`config.mk`:
```
export PLATFORM = sky130hd
export DESIGN_NAME = rx_ctrl_fsm
export DESIGN_NICKNAME = d
export VERILOG_FILES = /design/src/rtl/rx_ctrl_fsm.sv
export SDC_FILE = /design/constraint.sdc
export NUM_CORES = 1
export LEC_CHECK = 0
export BUFFER_PORTS_ARGS = -buffer_cell sky130_fd_sc_hd__buf_2
export CAP_MARGIN = 20
export CELL_PAD_IN_SITES_DETAIL_PLACEMENT = 0
export CELL_PAD_IN_SITES_GLOBAL_PLACEMENT = 1
export CORE_MARGIN = 1.5
export CORE_UTILIZATION = 51
export CTS_CLUSTER_DIAMETER = 50
export DETAILED_ROUTE_END_ITERATION = 8
export HOLD_SLACK_MARGIN = 0.05
export PLACE_DENSITY_LB_ADDON = 0.1
export RECOVER_POWER = 25
export SLEW_MARGIN = 20
export SYNTH_ARGS = -nofsm -noshare
export SYNTH_HDL_FRONTEND = slang
export SYNTH_SLANG_ARGS = --single-unit
```
`constraint.sdc`:
```
create_clock -name clk -period 13 [get_ports clk]
set_input_delay 1.3 -clock clk [delete_from_list [all_inputs] [get_ports clk]]
set_output_delay 1.3 -clock clk [all_outputs]
set_load 0.01 [all_outputs]
```
`src/rtl/rx_ctrl_fsm.sv`:
```
// UART receive control: rx synchronizer, start-bit qualification, bit timing, frame length.
// Latency: rx_s lags rx by 2 clocks; START entered 1 clock after rx_s falls; btu is combinational.
// Backpressure: none; the datapath must consume every btu/done strobe as it occurs.
module rx_ctrl_fsm #(
    parameter int CNT_W      = 19,
    parameter int NUM_BITS_W = 4
) (
    input  logic       clk,
    input  logic       rst,
    input  logic       rx,
    input  logic [3:0] baud,
    input  logic       eight,
    input  logic       p_en,
    output logic       rx_s,
    output logic       start,
    output logic       btu,
    output logic       done,
    output logic       busy
);

    typedef enum logic [1:0] {IDLE, START, DATA, DONE} state_t;

    state_t                state;
    logic                  rx_meta;
    logic [3:0]            baud_q;
    logic                  eight_q;
    logic                  p_en_q;
    logic [CNT_W-1:0]      bit_time;
    logic [CNT_W-1:0]      k_cnt;
    logic [CNT_W-1:0]      term;
    logic [NUM_BITS_W-1:0] bit_cnt;
    logic [NUM_BITS_W-1:0] last_bit;

    always_comb begin
        k_cnt = CNT_W'(109);
        case (baud_q)
            4'd0:    k_cnt = CNT_W'(333333);
            4'd1:    k_cnt = CNT_W'(83333);
            4'd2:    k_cnt = CNT_W'(41667);
            4'd3:    k_cnt = CNT_W'(20833);
            4'd4:    k_cnt = CNT_W'(10417);
            4'd5:    k_cnt = CNT_W'(5208);
            4'd6:    k_cnt = CNT_W'(2604);
            4'd7:    k_cnt = CNT_W'(1736);
            4'd8:    k_cnt = CNT_W'(868);
            4'd9:    k_cnt = CNT_W'(434);
            4'd10:   k_cnt = CNT_W'(217);
            default: k_cnt = CNT_W'(109);
        endcase
    end

    // START times only half a bit so every later sample lands mid-bit.
    assign term     = (state == START) ? ((k_cnt >> 1) - CNT_W'(1)) : (k_cnt - CNT_W'(1));
    assign btu      = ((state == START) || (state == DATA)) && (bit_time == term);
    assign last_bit = NUM_BITS_W'(7) + NUM_BITS_W'(eight_q) + NUM_BITS_W'(p_en_q);

    always_ff @(posedge clk or posedge rst) begin
        if (rst) begin
            rx_meta  <= 1'b1;
            rx_s     <= 1'b1;
            state    <= IDLE;
            start    <= 1'b0;
            done     <= 1'b0;
            busy     <= 1'b0;
            bit_time <= '0;
            bit_cnt  <= '0;
            baud_q   <= '0;
            eight_q  <= 1'b0;
            p_en_q   <= 1'b0;
        end else begin
            rx_meta <= rx;
            rx_s    <= rx_meta;
            done    <= 1'b0;
            case (state)
                IDLE: begin
                    bit_time <= '0;
                    if (!rx_s) begin
                        state   <= START;
                        start   <= 1'b1;
                        busy    <= 1'b1;
                        baud_q  <= baud;
                        eight_q <= eight;
                        p_en_q  <= p_en;
                    end
                end
                START: begin
                    if (btu) begin
                        bit_time <= '0;
                        start    <= 1'b0;
                        if (!rx_s) begin
                            state   <= DATA;
                            bit_cnt <= '0;
                        end else begin
                            state <= IDLE;
                            busy  <= 1'b0;
                        end
                    end else begin
                        bit_time <= bit_time + CNT_W'(1);
                    end
                end
                DATA: begin
                    if (btu) begin
                        bit_time <= '0;
                        bit_cnt  <= bit_cnt + NUM_BITS_W'(1);
                        if (bit_cnt == last_bit) begin
                            state <= DONE;
                            done  <= 1'b1;
                        end
                    end else begin
                        bit_time <= bit_time + CNT_W'(1);
                    end
                end
                DONE: begin
                    state    <= IDLE;
                    busy     <= 1'b0;
                    bit_time <= '0;
                end
                default: state <= IDLE;
            endcase
        end
    end

endmodule

```
==> key figures, run 1 <==
Route
  – Routed wire length: 8.16 mm
  – Pre-Repair DR Iteration Count: 5
  – Routed Antenna Nets: 0
  – DR vias/cell: 6.42
  – Via count: between 3000 and 4000
  – DRC violation total after the first TritonRoute iteration: 286
  – Residual DRC: 0
  – Post-DR wirelength/cell: ~17 µm

Run status
  – Failing checks: capacitance limit, slew limit
  – Outcome: finished, violations left

Placement
  – Place WS: 7.64 ns
  – HPWL Detailed: roughly 5.8 mm
  – GP Congestion: just over 0.9
  – IO Port Bufs: 13

Finish
  – Ant diodes: 0
  – Most frequent cells in the layout: 34 x nand2_1, 33 x dfrtp_1, 29 x nor2_1, 19 x o21ai_0
  – Share of layout cells above drive strength 1: 0.127
  – Fillcell total: 629
  – Register Area: 905 µm²
  – Multi-input gate area: 2190 µm²
  – Area Overhead vs Synth: 4.54%
  – Fin nets: 417
  – Commonest non-fill, non-tap cell in the layout: nand2_1

STA
  – Final Hold Viols: 0
  – Fmax: 0.174 GHz
  – Hold_ws: 0.358 ns
  – Min Tclk post-route: 5.74 ns
  – Final Cycle Share: 0.441
  – Final setup viols: 0
  – Max Transition Viols Final: 37
  – Max-slew headroom: -0.370
  – Actual slew at the worst max-slew pin: 2.05 ns
  – Worst setup margin: just over 7 ns
  – Clock Skew: 0.00467 ns
  – RSZ-0062 raised after global routing: false
  – Post-route setup TNS: 0 ns

Min path
  – Min-delay worst type: register to register
  – Hold_sp: rx_meta$_DFF_PP1_
  – Hold Path Depth: 0
  – Hold endpoint: rx_s$_DFF_PP1_

Floorplanning
  – # IOs: 14
  – Die X-Extent: 83.2 µm
  – # rows: 29
  – Core Box Area: between 6000 and 7000 µm²
  – Die area: 6930 µm²
  – Die span in y: 83.2 µm
  – Initial Util: 0.523

Synth
  – Syn nets: roughly 420
  – Synthesized area: 3280 µm²
  – Ys flop type: dfrtp_1
  – Share of the yosys chip area belonging to registers: 0.275
  – Post-synth EDFFs: 0
  – Yosys cell types: 74
  – Mapped Cells: 396
  – Post-synth ARST share: 1.00
  – YS warnings: 0
  – #FFs+latches synth: 36
  – Syn avg cell area: 8.29 µm²

Clock tree
  – Post_cts resized: 0
  – Sinks on Clock Net: 36
  – Hold buffer count at cts: 0
  – Clk_lat worst skew: around 0.3 ns
  – TritonCTS clock tree: built
  – CTS root buffer: clkbuf_8
  – CTS Buf Count: 5
  – H-tree lvl count: 2
  – Setup bufs post-CTS: 0
  – Clk buf depth: 2
  – Clk pin slew, worst setup/hold paths: 0.08 ns

Global routing
  – GRT overflow: 0
  – Initial antenna violation count: 0
  – Vias in the first global route: ~2600
  – Pin count of the biggest net entering global routing: 50
  – All-Layer GR Usage: 0.240
  – First-pass GRT wire length: about 14 mm

Power and ir drop
  – Combinational Power Share: 0.722
  – Max VDD drop: approximately 0.00022 V
  – NetSw: 0.000497 W
  – Switching part of the total: 0.532
  – Internal: ~0.00044 W
  – Clock network power share: 0.092
  – Power Dens Cells: 272 nW/µm²
  – Leak: 1.36 nW
  – Register share of total power: 0.186

Critical path
  – Crit path max-delay family: simple AND/OR/NAND/NOR gates
  – Largest fanout on the critical path: 19
  – FF-to-FF setup slack: 7.87 ns
  – Reg-to-Reg Start: baud_q[1]$_DFFE_PP0P_
  – Critical path required time: 11.70 ns
  – Bufs and invs on worst path: 2
  – WS Path Type: register to primary output
  – Crit. End Element: primary output
  – Worst-path cell chain: inv_1 > ha_1 > mux2_4 > a21oi_1 > a21oi_1 > ha_1 > o31ai_2 > nor3b_1 > or4_4 > a2111oi_0 > nand4_1 > nor2_1 > buf_2
  – Critical path arrival: 4.44 ns
  – CP max stage cell: dfrtp_1
  – CP startpoint kind: register
  – CP peak stage delay: 0.71 ns
  – Worst R2R Path Depth: 13
  – Reg2reg end: bit_time[7]$_DFF_PP0_

Flow run
  – MaxCap Viol Count: 1
[state kept, by name, summed over array words and instances (netlist names), named ones only]
| register | flops |
|---|---|
| rx_meta | 1 |
| baud_q | 4 |
| bit_cnt | 4 |
| state | 1 |
| busy | 1 |
| p_en_q | 1 |
| start | 1 |
| eight_q | 1 |
| rx_s | 1 |
| bit_time | 19 |
| done | 1 |
[kinds of logic (layout without fill, tap and decap cells)]
kind of cell               Yosys count  in the layout  share of synthesized area
AOI/OAI and AO/OA                   91             91                      0.207
xor gates and xnor gates            31             31                     0.0827
adders and majority gates           14             14                     0.0534
buffers and inverters               42             41                     0.0591
DFF                                 36             36                      0.275
muxes                               11             11                     0.0400
and+or+nand+nor                    171            171                      0.283
[layout make-up]
class	count	area share
clock buffers	7	0.0252
clock inverters	1	0.00219
inverters	16	0.0175
multi-input cells	318	0.637
flip-flops and latches	36	0.264
well taps	77	0.0281
repair buffers	17	0.0266
[power by group through the flow]
stage	Combinational, W	Clock [W]	Sequential (W)
2_1_floorplan	0.000564	0	0.000150
3_3_place_gp	0.000664	0	0.000174
3_5_place_dp	0.000661	0	0.000175
4_1_cts	0.000667	0.0000882	0.000173
5_1_grt	0.000742	0.0000912	0.000179
6_report	0.000675	0.0000859	0.000174
[worst max-delay path by stage]
stage / from / end / slack (ns) / cells after the start
after global placement: baud_q[1]$_DFFE_PP0P_ / btu / 7.76 / 13
after detailed placement: baud_q[1]$_DFFE_PP0P_ / btu / 7.64 / 13
final: baud_q[1]$_DFFE_PP0P_ / btu / 7.26 / 13
after floorplan: baud_q[0]$_DFFE_PP0P_ / btu / 8.05 / 14
after global routing: baud_q[0]$_DFFE_PP0P_ / btu / 7.05 / 13
after CTS: baud_q[1]$_DFFE_PP0P_ / btu / 7.30 / 13
[per-layer routing]
layer | GRT usage | share of wire | vias to the layer above
met5 | 0 | 0 | -
met1 | 0.379 | 0.48 | 1459
met2 | 0.342 | 0.44 | 117
li1 | - | - | 1447
met4 | 0.0606 | 0.012 | 0
met3 | 0.0308 | 0.069 | 8
[per-stage QoR]
step | std cells | total power (W) | util | area (µm²)
6_report | 472 | 0.000934 | 0.547 | 3430
5_1_grt | 472 | 0.00101 | 0.547 | 3430
4_1_cts | 472 | 0.000928 | 0.547 | 3430
3_5_place_dp | 464 | 0.000837 | 0.532 | 3340
3_3_place_gp | 464 | 0.000838 | 0.532 | 3340
2_1_floorplan | 396 | 0.000714 | - | 3280
[cells in the mapped netlist (9+ instances only)]
cell type,n,area share
nand2_1,34,0.039
nor2b_1,10,0.019
nor2_1,29,0.033
buf_2,11,0.017
nor2_2,10,0.019
xnor2_1,14,0.037
nor3_1,14,0.021
o21ai_0,19,0.029
ha_1,14,0.053
nand3_1,17,0.026
xor2_1,17,0.045
inv_1,15,0.017
nand4_1,10,0.019
a21oi_1,9,0.014
dfrtp_1,34,0.26
(Power assumes the default switching activity.)
==> inputs of run 2 (changes only) <==
- CORE_UTILIZATION: 51 -> 43
- clock period: 13 -> 4.8 ns (I/O delays scaled with it)
==> run 2 against run 1 <==
Clock skew is 0.0036 ns higher. The flow still finishes with violations (capacitance limit, slew limit). Combinational power grew to 2.9 times the previous value. Sequential share of layout area is 0.70 points lower. Critical endpoint unchanged.
==> key figures, run 2 (synthesis results as in run 1) <==
Finish
  – Most frequent cells in the layout: 34 x nand2_1, 34 x dfrtp_1, 29 x nor2_1, 19 x o21ai_0
  – Ant diodes: 0 (unchanged)
  – Area Overhead vs Synth: 7.24%
  – Largest registers: bit_time x19, baud_q x4, bit_cnt x4
  – Fin nets: 425 (+1.9%)
  – Largest register FFs: 19 (unchanged)
  – Share of layout cells above drive strength 1: 0.144 (+0.0173)
  – Top reg by flops: bit_time
  – Fillcell total: 729 (+16%)
  – Post-layout util: 0.480 (-0.0665)

Clock tree
  – Clk_lat worst skew: 0.29 ns (about the same)
  – Clk buf depth: 2 (unchanged)
  – Clk pin slew, worst setup/hold paths: 0.08 ns (about the same)
  – CTS root buffer: clkbuf_8
  – CTS Buf Count: 5 (unchanged)
  – Sinks on Clock Net: 36 (unchanged)
  – H-tree lvl count: 2 (unchanged)
  – TritonCTS clock tree: built

Floorplanning
  – Die X-Extent: 90.4 µm (+8.6%)
  – # IOs: 14 (unchanged)
  – Initial Util: 0.448 (-0.0752)
  – Core Box Area: 7330 µm² (+17%)
  – # rows: 31 (+6.9%)
  – Die area: 8170 µm² (+18%)
  – Die span in y: 90.4 µm (+8.6%)

Global routing
  – All-Layer GR Usage: 0.213 (-0.0266)
  – GR Layer Usage met2: 0.316 (-0.0259)
  – Initial antenna violation count: 0 (unchanged)
  – Pin count of the biggest net entering global routing: 39 (-22%)
  – GRT overflow: 0 (unchanged)
  – Met1 usage: 0.332 (-0.0465)
  – First-pass GRT wire length: 14.1 mm (+4.0%)
  – Vias in the first global route: 2720 (+3.2%)
  – Met3 usage: 0.0244 (-0.00640)
  – GRT busiest layer: met1

Placement
  – HPWL Detailed: 6.19 mm (+7.3%)
  – GP Congestion: 0.932 (+0.44%)
  – IO Port Bufs: 13 (unchanged)

Route
  – DRC violation total after the first TritonRoute iteration: 256 (-10%)
  – Via count: 2967 (-2.1%)
  – Post-DR wirelength/cell: 16.8 µm (-3.0%)
  – DR vias/cell: 5.91 (-8.0%)
  – Residual DRC: 0 (unchanged)
  – Routed wire length: 8.42 mm (+3.2%)
  – Routed Antenna Nets: 0 (unchanged)
  – Pre-Repair DR Iteration Count: 5 (unchanged)

Power and ir drop
  – Max VDD drop: 0.000312 V (+44%)
  – Leak: 1.41 nW (+3.3%)
  – Power Dens Cells: 741 nW/µm² (+170%)

STA
  – Final Cycle Share: 0.931
  – Final setup viols: 0 (unchanged)
  – Final Hold Viols: 0 (unchanged)
  – Actual slew at the worst max-slew pin: 1.99 ns (-0.0601 ns)
  – Clock Skew: 0.00828 ns (+0.00361 ns)
  – RSZ-0062 raised after global routing: false
  – Max Transition Viols Final: 37 (unchanged)
  – Fmax: 0.224 GHz
  – Hold_ws: 0.288 ns (-0.0703 ns)
  – Min Tclk post-route: 4.47 ns
  – Max-slew headroom: -0.330 (+0.0401)
  – Post-route setup TNS: 0 ns (unchanged)

Critical path
  – CP max stage cell: or4_4
  – CP peak stage delay: 0.50 ns (-0.21 ns)
  – CP startpoint kind: register
  – WS Path Type: register to primary output
  – Critical path required time: 4.32 ns (-7.38 ns)
  – Crit. End Element: primary output
  – Largest fanout on the critical path: 10 (-9)
  – FF-to-FF setup slack: 0.50 ns (-7.37 ns)
  – Worst-path cell chain: inv_1 > ha_1 > mux2_4 > a21oi_1 > a21oi_1 > ha_1 > o31ai_2 > nor3b_1 > or4_4 > a2111oi_0 > nand4_1 > nor2_1 > buf_2
  – Critical path arrival: 3.99 ns (-0.45 ns)

Run status
  – Failing checks: capacitance limit, slew limit
  – Outcome: finished, violations left

Flow run
  – MaxCap Viol Count: 1 (unchanged)

Min path
  – Min-delay worst type: input pin to register
-- run 2: critical path: cells and delay by family, from the launching register on --
kind            cells  cell delay, ns
flops               1            0.49
compound gates      4            0.89
simple gates        4            1.05
fa+ha+maj           2            0.67
mux                 1            0.34
buf+inv             2            0.26
-- run 2: final cells by class --
| type | count | area (µm²) | share of cell area |
|---|---|---|---|
| tap | 99 | 124 | 0.0352 |
| timing repair buffer | 25 | 151 | 0.0430 |
| clock buffer | 6 | 82.6 | 0.0235 |
| sequential | 36 | 903 | 0.257 |
| inverter | 16 | 60.1 | 0.0171 |
| multi-input combinational | 318 | 2190 | 0.621 |
| clock inverter | 2 | 13.8 | 0.00391 |
-- run 2: report_power, final --
| group | total [W] | switching [W] | leakage, nW | internal (W) |
|---|---|---|---|---|
| logic | 0.00195 | 0.00120 | 0.882 | 0.000748 |
| clock network | 0.000240 | 0.000122 | 0.0516 | 0.000118 |
| registers | 0.000422 | 0.0000668 | 0.473 | 0.000355 |
| total | 0.00261 | 0.00139 | 1.41 | 0.00122 |
-- run 2: timing repair --
action | CTS | global route
resized for setup | 0 | 0
setup endpoints to repair | 0 | 1
hold buffers | 0 | 0
setup buffers | 0 | 2
-- run 2: stage by stage --
step | std cells | instance area (µm²) | worst slack, ns | total power (W)
6_report | 502 | 3520 | 0.333 | 0.00261
5_1_grt | 502 | 3520 | 0.0472 | 0.00284
4_1_cts | 500 | 3510 | 0.231 | 0.00259
3_5_place_dp | 492 | 3410 | 0.473 | 0.00234
3_3_place_gp | 492 | 3410 | 0.680 | 0.00234
2_1_floorplan | 396 | 3280 | 0.668 | 0.00193
-- run 2: final timing paths --
| check | start | endpoint | cells after the start |
|---|---|---|---|
| max in group asynchronous | rst | bit_time[1]$_DFF_PP0_ | 3 |
| min | rx | rx_meta$_DFF_PP1_ | 1 |
| min in group asynchronous | rst | bit_time[4]$_DFF_PP0_ | 3 |
| max reg2reg | baud_q[1]$_DFFE_PP0P_ | bit_time[8]$_DFF_PP0_ | 14 |
| max | baud_q[1]$_DFFE_PP0P_ | btu | 13 |
| min reg2reg | rx_meta$_DFF_PP1_ | rx_s$_DFF_PP1_ | 0 |
-- run 2: metal layers --
layer  share of wire  vias to the layer above  routed length [µm]
met5               0                        -                   0
met2            0.43                       79                3640
met1            0.50                     1420                4250
li1                -                     1464                   -
met4          0.0050                        0                  42
met3           0.059                        4                 495
==> inputs of run 3 (changes only) <==
- CELL_PAD_IN_SITES_DETAIL_PLACEMENT: 0 -> 1
==> run 3 against run 2 <==
The flow still finishes with violations (capacitance limit, slew limit). Die area stayed put. Non-clock buffer count stayed put. Global-route usage grew 3.1 points. Fmax down 0.95%. Power grew 2.7%. First-iteration DRC count decreased by 30%. Clock-buffer cell count rose by 1. Sequential share of layout area is essentially flat. Worst hold slack lost 0.0070 ns. Clock skew increased by 0.0022 ns. Critical endpoint unchanged.
==> key figures, run 3 (synthesis results as in run 1) <==
Floorplanning
  – Initial Util: 0.448 (unchanged)
  – Core Box Area: 7330 µm² (unchanged)
  – Die span in y: 90.4 µm (unchanged)
  – Die area: 8170 µm² (unchanged)
  – # IOs: 14 (unchanged)
  – Die X-Extent: 90.4 µm (unchanged)
  – # rows: 31 (unchanged)

Power and ir drop
  – Total power: 0.00268 W (+2.7%)
  – Power Dens Cells: 762 nW/µm² (+2.8%)
  – NetSw: 0.00146 W (+5.0%)
  – Internal: 0.00122 W (+0.15%)
  – Switching part of the total: 0.544 (+0.0117)
  – Clock network power share: 0.089 (-0.003)
  – Max VDD drop: 0.000335 V (+7.2%)
  – Register share of total power: 0.158 (-0.004)
  – Leak: 1.40 nW (-0.51%)
  – Combinational Power Share: 0.753 (+0.006)

Critical path
  – CP startpoint kind: register
  – Critical path required time: 4.32 ns (about the same)
  – Crit. Startpoint: baud_q[1]$_DFFE_PP0P_
  – Worst-path cell chain: inv_1 > ha_1 > mux2_4 > a21oi_1 > a21oi_1 > ha_1 > o31ai_2 > nor3b_1 > or4_4 > a2111oi_0 > nand4_1 > buf_4 > nor2_1 > buf_2
  – Largest fanout on the critical path: 10 (unchanged)
  – FF-to-FF setup slack: 0.40 ns (-0.10 ns)
  – Bufs and invs on worst path: 3 (+1)
  – Crit path max-delay family: simple AND/OR/NAND/NOR gates
  – Critical path arrival: 4.03 ns (+0.04 ns)
  – CP max stage cell: or4_4
  – CP peak stage delay: 0.51 ns (about the same)
  – Crit. End Element: primary output
  – WS Path Type: register to primary output
  – Reg-to-Reg Start: baud_q[1]$_DFFE_PP0P_

Route
  – Post-DR wirelength/cell: 19.1 µm (+14%)
  – Residual DRC: 0 (unchanged)
  – DRC violation total after the first TritonRoute iteration: 180 (-30%)
  – Routed wire length: 9.60 mm (+14%)
  – Via count: 3034 (+2.3%)
  – DR vias/cell: 6.04 (+2.3%)
  – Routed Antenna Nets: 0 (unchanged)
  – Pre-Repair DR Iteration Count: 4 (-1)

Finish
  – Largest register FFs: 19 (unchanged)
  – Fin nets: 425 (unchanged)
  – Fillcell total: 886 (+22%)
  – Share of layout cells above drive strength 1: 0.141 (-0.00248)
  – Area Overhead vs Synth: 7.16% (about the same)
  – Top reg by flops: bit_time
  – Ant diodes: 0 (unchanged)
  – Largest registers: bit_time x19, baud_q x4, bit_cnt x4
  – Most frequent cells in the layout: 34 x nand2_1, 34 x dfrtp_1, 29 x nor2_1, 19 x o21ai_0

Clock tree
  – CTS Buf Count: 5 (unchanged)
  – Clk buf depth: 2 (unchanged)
  – Clk_lat worst skew: 0.30 ns (about the same)
  – Post_cts resized: 0 (unchanged)
  – TritonCTS clock tree: built
  – H-tree lvl count: 2 (unchanged)
  – Clk pin slew, worst setup/hold paths: 0.08 ns (about the same)
  – Sinks on Clock Net: 36 (unchanged)
  – CTS root buffer: clkbuf_8

STA
  – Actual slew at the worst max-slew pin: 2.07 ns (+0.0754 ns)
  – Post-route setup TNS: 0 ns (unchanged)
  – Fmax: 0.222 GHz (-0.95%)
  – RSZ-0062 raised after global routing: false
  – Final Hold Viols: 0 (unchanged)
  – Final Cycle Share: 0.939 (+0.00893)
  – Clock Skew: 0.0105 ns (+0.00218 ns)
  – Max Transition Viols Final: 37 (unchanged)
  – Min Tclk post-route: 4.51 ns (+0.0429 ns)
  – Final setup viols: 0 (unchanged)
  – Max-slew headroom: -0.380 (-0.0503)

Global routing
  – Initial antenna violation count: 0 (unchanged)
  – GRT overflow: 0 (unchanged)
  – All-Layer GR Usage: 0.244 (+0.0312)
  – First-pass GRT wire length: 15.9 mm (+13%)
  – Pin count of the biggest net entering global routing: 39 (unchanged)
  – Vias in the first global route: 3068 (+13%)

Flow run
  – MaxCap Viol Count: 1 (unchanged)

Placement
  – GP Congestion: 0.932 (unchanged)
  – IO Port Bufs: 13 (unchanged)
  – HPWL Detailed: 7.05 mm (+14%)

Run status
  – Failing checks: capacitance limit, slew limit
  – Outcome: finished, violations left

Min path
  – Min-delay worst type: input pin to register
  – Hold_sp: rx
-- run 3: cell count changes in the layout (fill, tap and decap cells not counted), sizes merged --
cell	change
clkbuf	+1
clkinvlp	+1
inv	-1
clkinv	-1
-- run 3: final cells by class --
type	instances	area (µm²)	area share
timing repair buffer	25	151	0.0430
sequential	36	903	0.257
tap	99	124	0.0352
clock inverter	1	7.51	0.00213
clock buffer	7	86.3	0.0245
inverter	16	60.1	0.0171
multi-input combinational	318	2190	0.621
-- run 3: final timing paths --
path / end / depth (start not counted)
worst max-delay path: btu / 14
worst max register to register: bit_time[8]$_DFF_PP0_ / 14
worst min-delay path: rx_meta$_DFF_PP1_ / 1
max in group asynchronous: bit_time[7]$_DFF_PP0_ / 3
min in group asynchronous: busy$_DFFE_PP0P_ / 3
worst min register to register: rx_s$_DFF_PP1_ / 0
-- run 3: worst register-to-register path: stages (launching register included) --
cell       delay [ns]
dfrtp_1          0.49
inv_1            0.13
ha_1             0.42
mux2_4           0.34
a21oi_1          0.24
a21oi_1          0.10
ha_1             0.32
xor2_1           0.17
nand3_1          0.09
or4_1            0.46
a2111oi_1        0.46
nand4_1          0.17
buf_4            0.22
o21ai_4          0.50
nor2_1           0.13
-- run 3: metrics by stage --
| stage | cells | setup slack (ns) | utilization | hold WS [ns] | instance area (µm²) |
|---|---|---|---|---|---|
| floorplan | 396 | 0.668 | - | 0.345 | 3280 |
| global placement | 492 | 0.680 | 0.466 | 0.350 | 3410 |
| detailed placement | 492 | 0.429 | 0.466 | 0.347 | 3410 |
| CTS | 500 | 0.153 | 0.478 | 0.273 | 3510 |
| global route | 502 | 0.0233 | 0.480 | 0.266 | 3520 |
| finish | 502 | 0.290 | 0.480 | 0.281 | 3520 |
-- run 3: power groups by stage --
stage	Sequential [W]	Clock (W)	Combinational (W)
floorplan	0.000405	0	0.00153
global placement	0.000425	0	0.00192
detailed placement	0.000429	0	0.00198
CTS	0.000423	0.000244	0.00199
global route	0.000432	0.000254	0.00219
finish	0.000424	0.000237	0.00202
-- run 3: layer usage --
metal	vias to the layer above	track usage	wire (µm)
li1	1458	-	-
met1	1512	0.343	4660
met2	47	0.384	4410
met3	17	0.0362	323
met4	0	0.0780	211
met5	-	0	0
-- run 3: repair_timing --
action                                  in CTS  in global routing
endpoints found under the setup margin       0                  1
setup buffers                                0                  2
hold buffers                                 0                  0
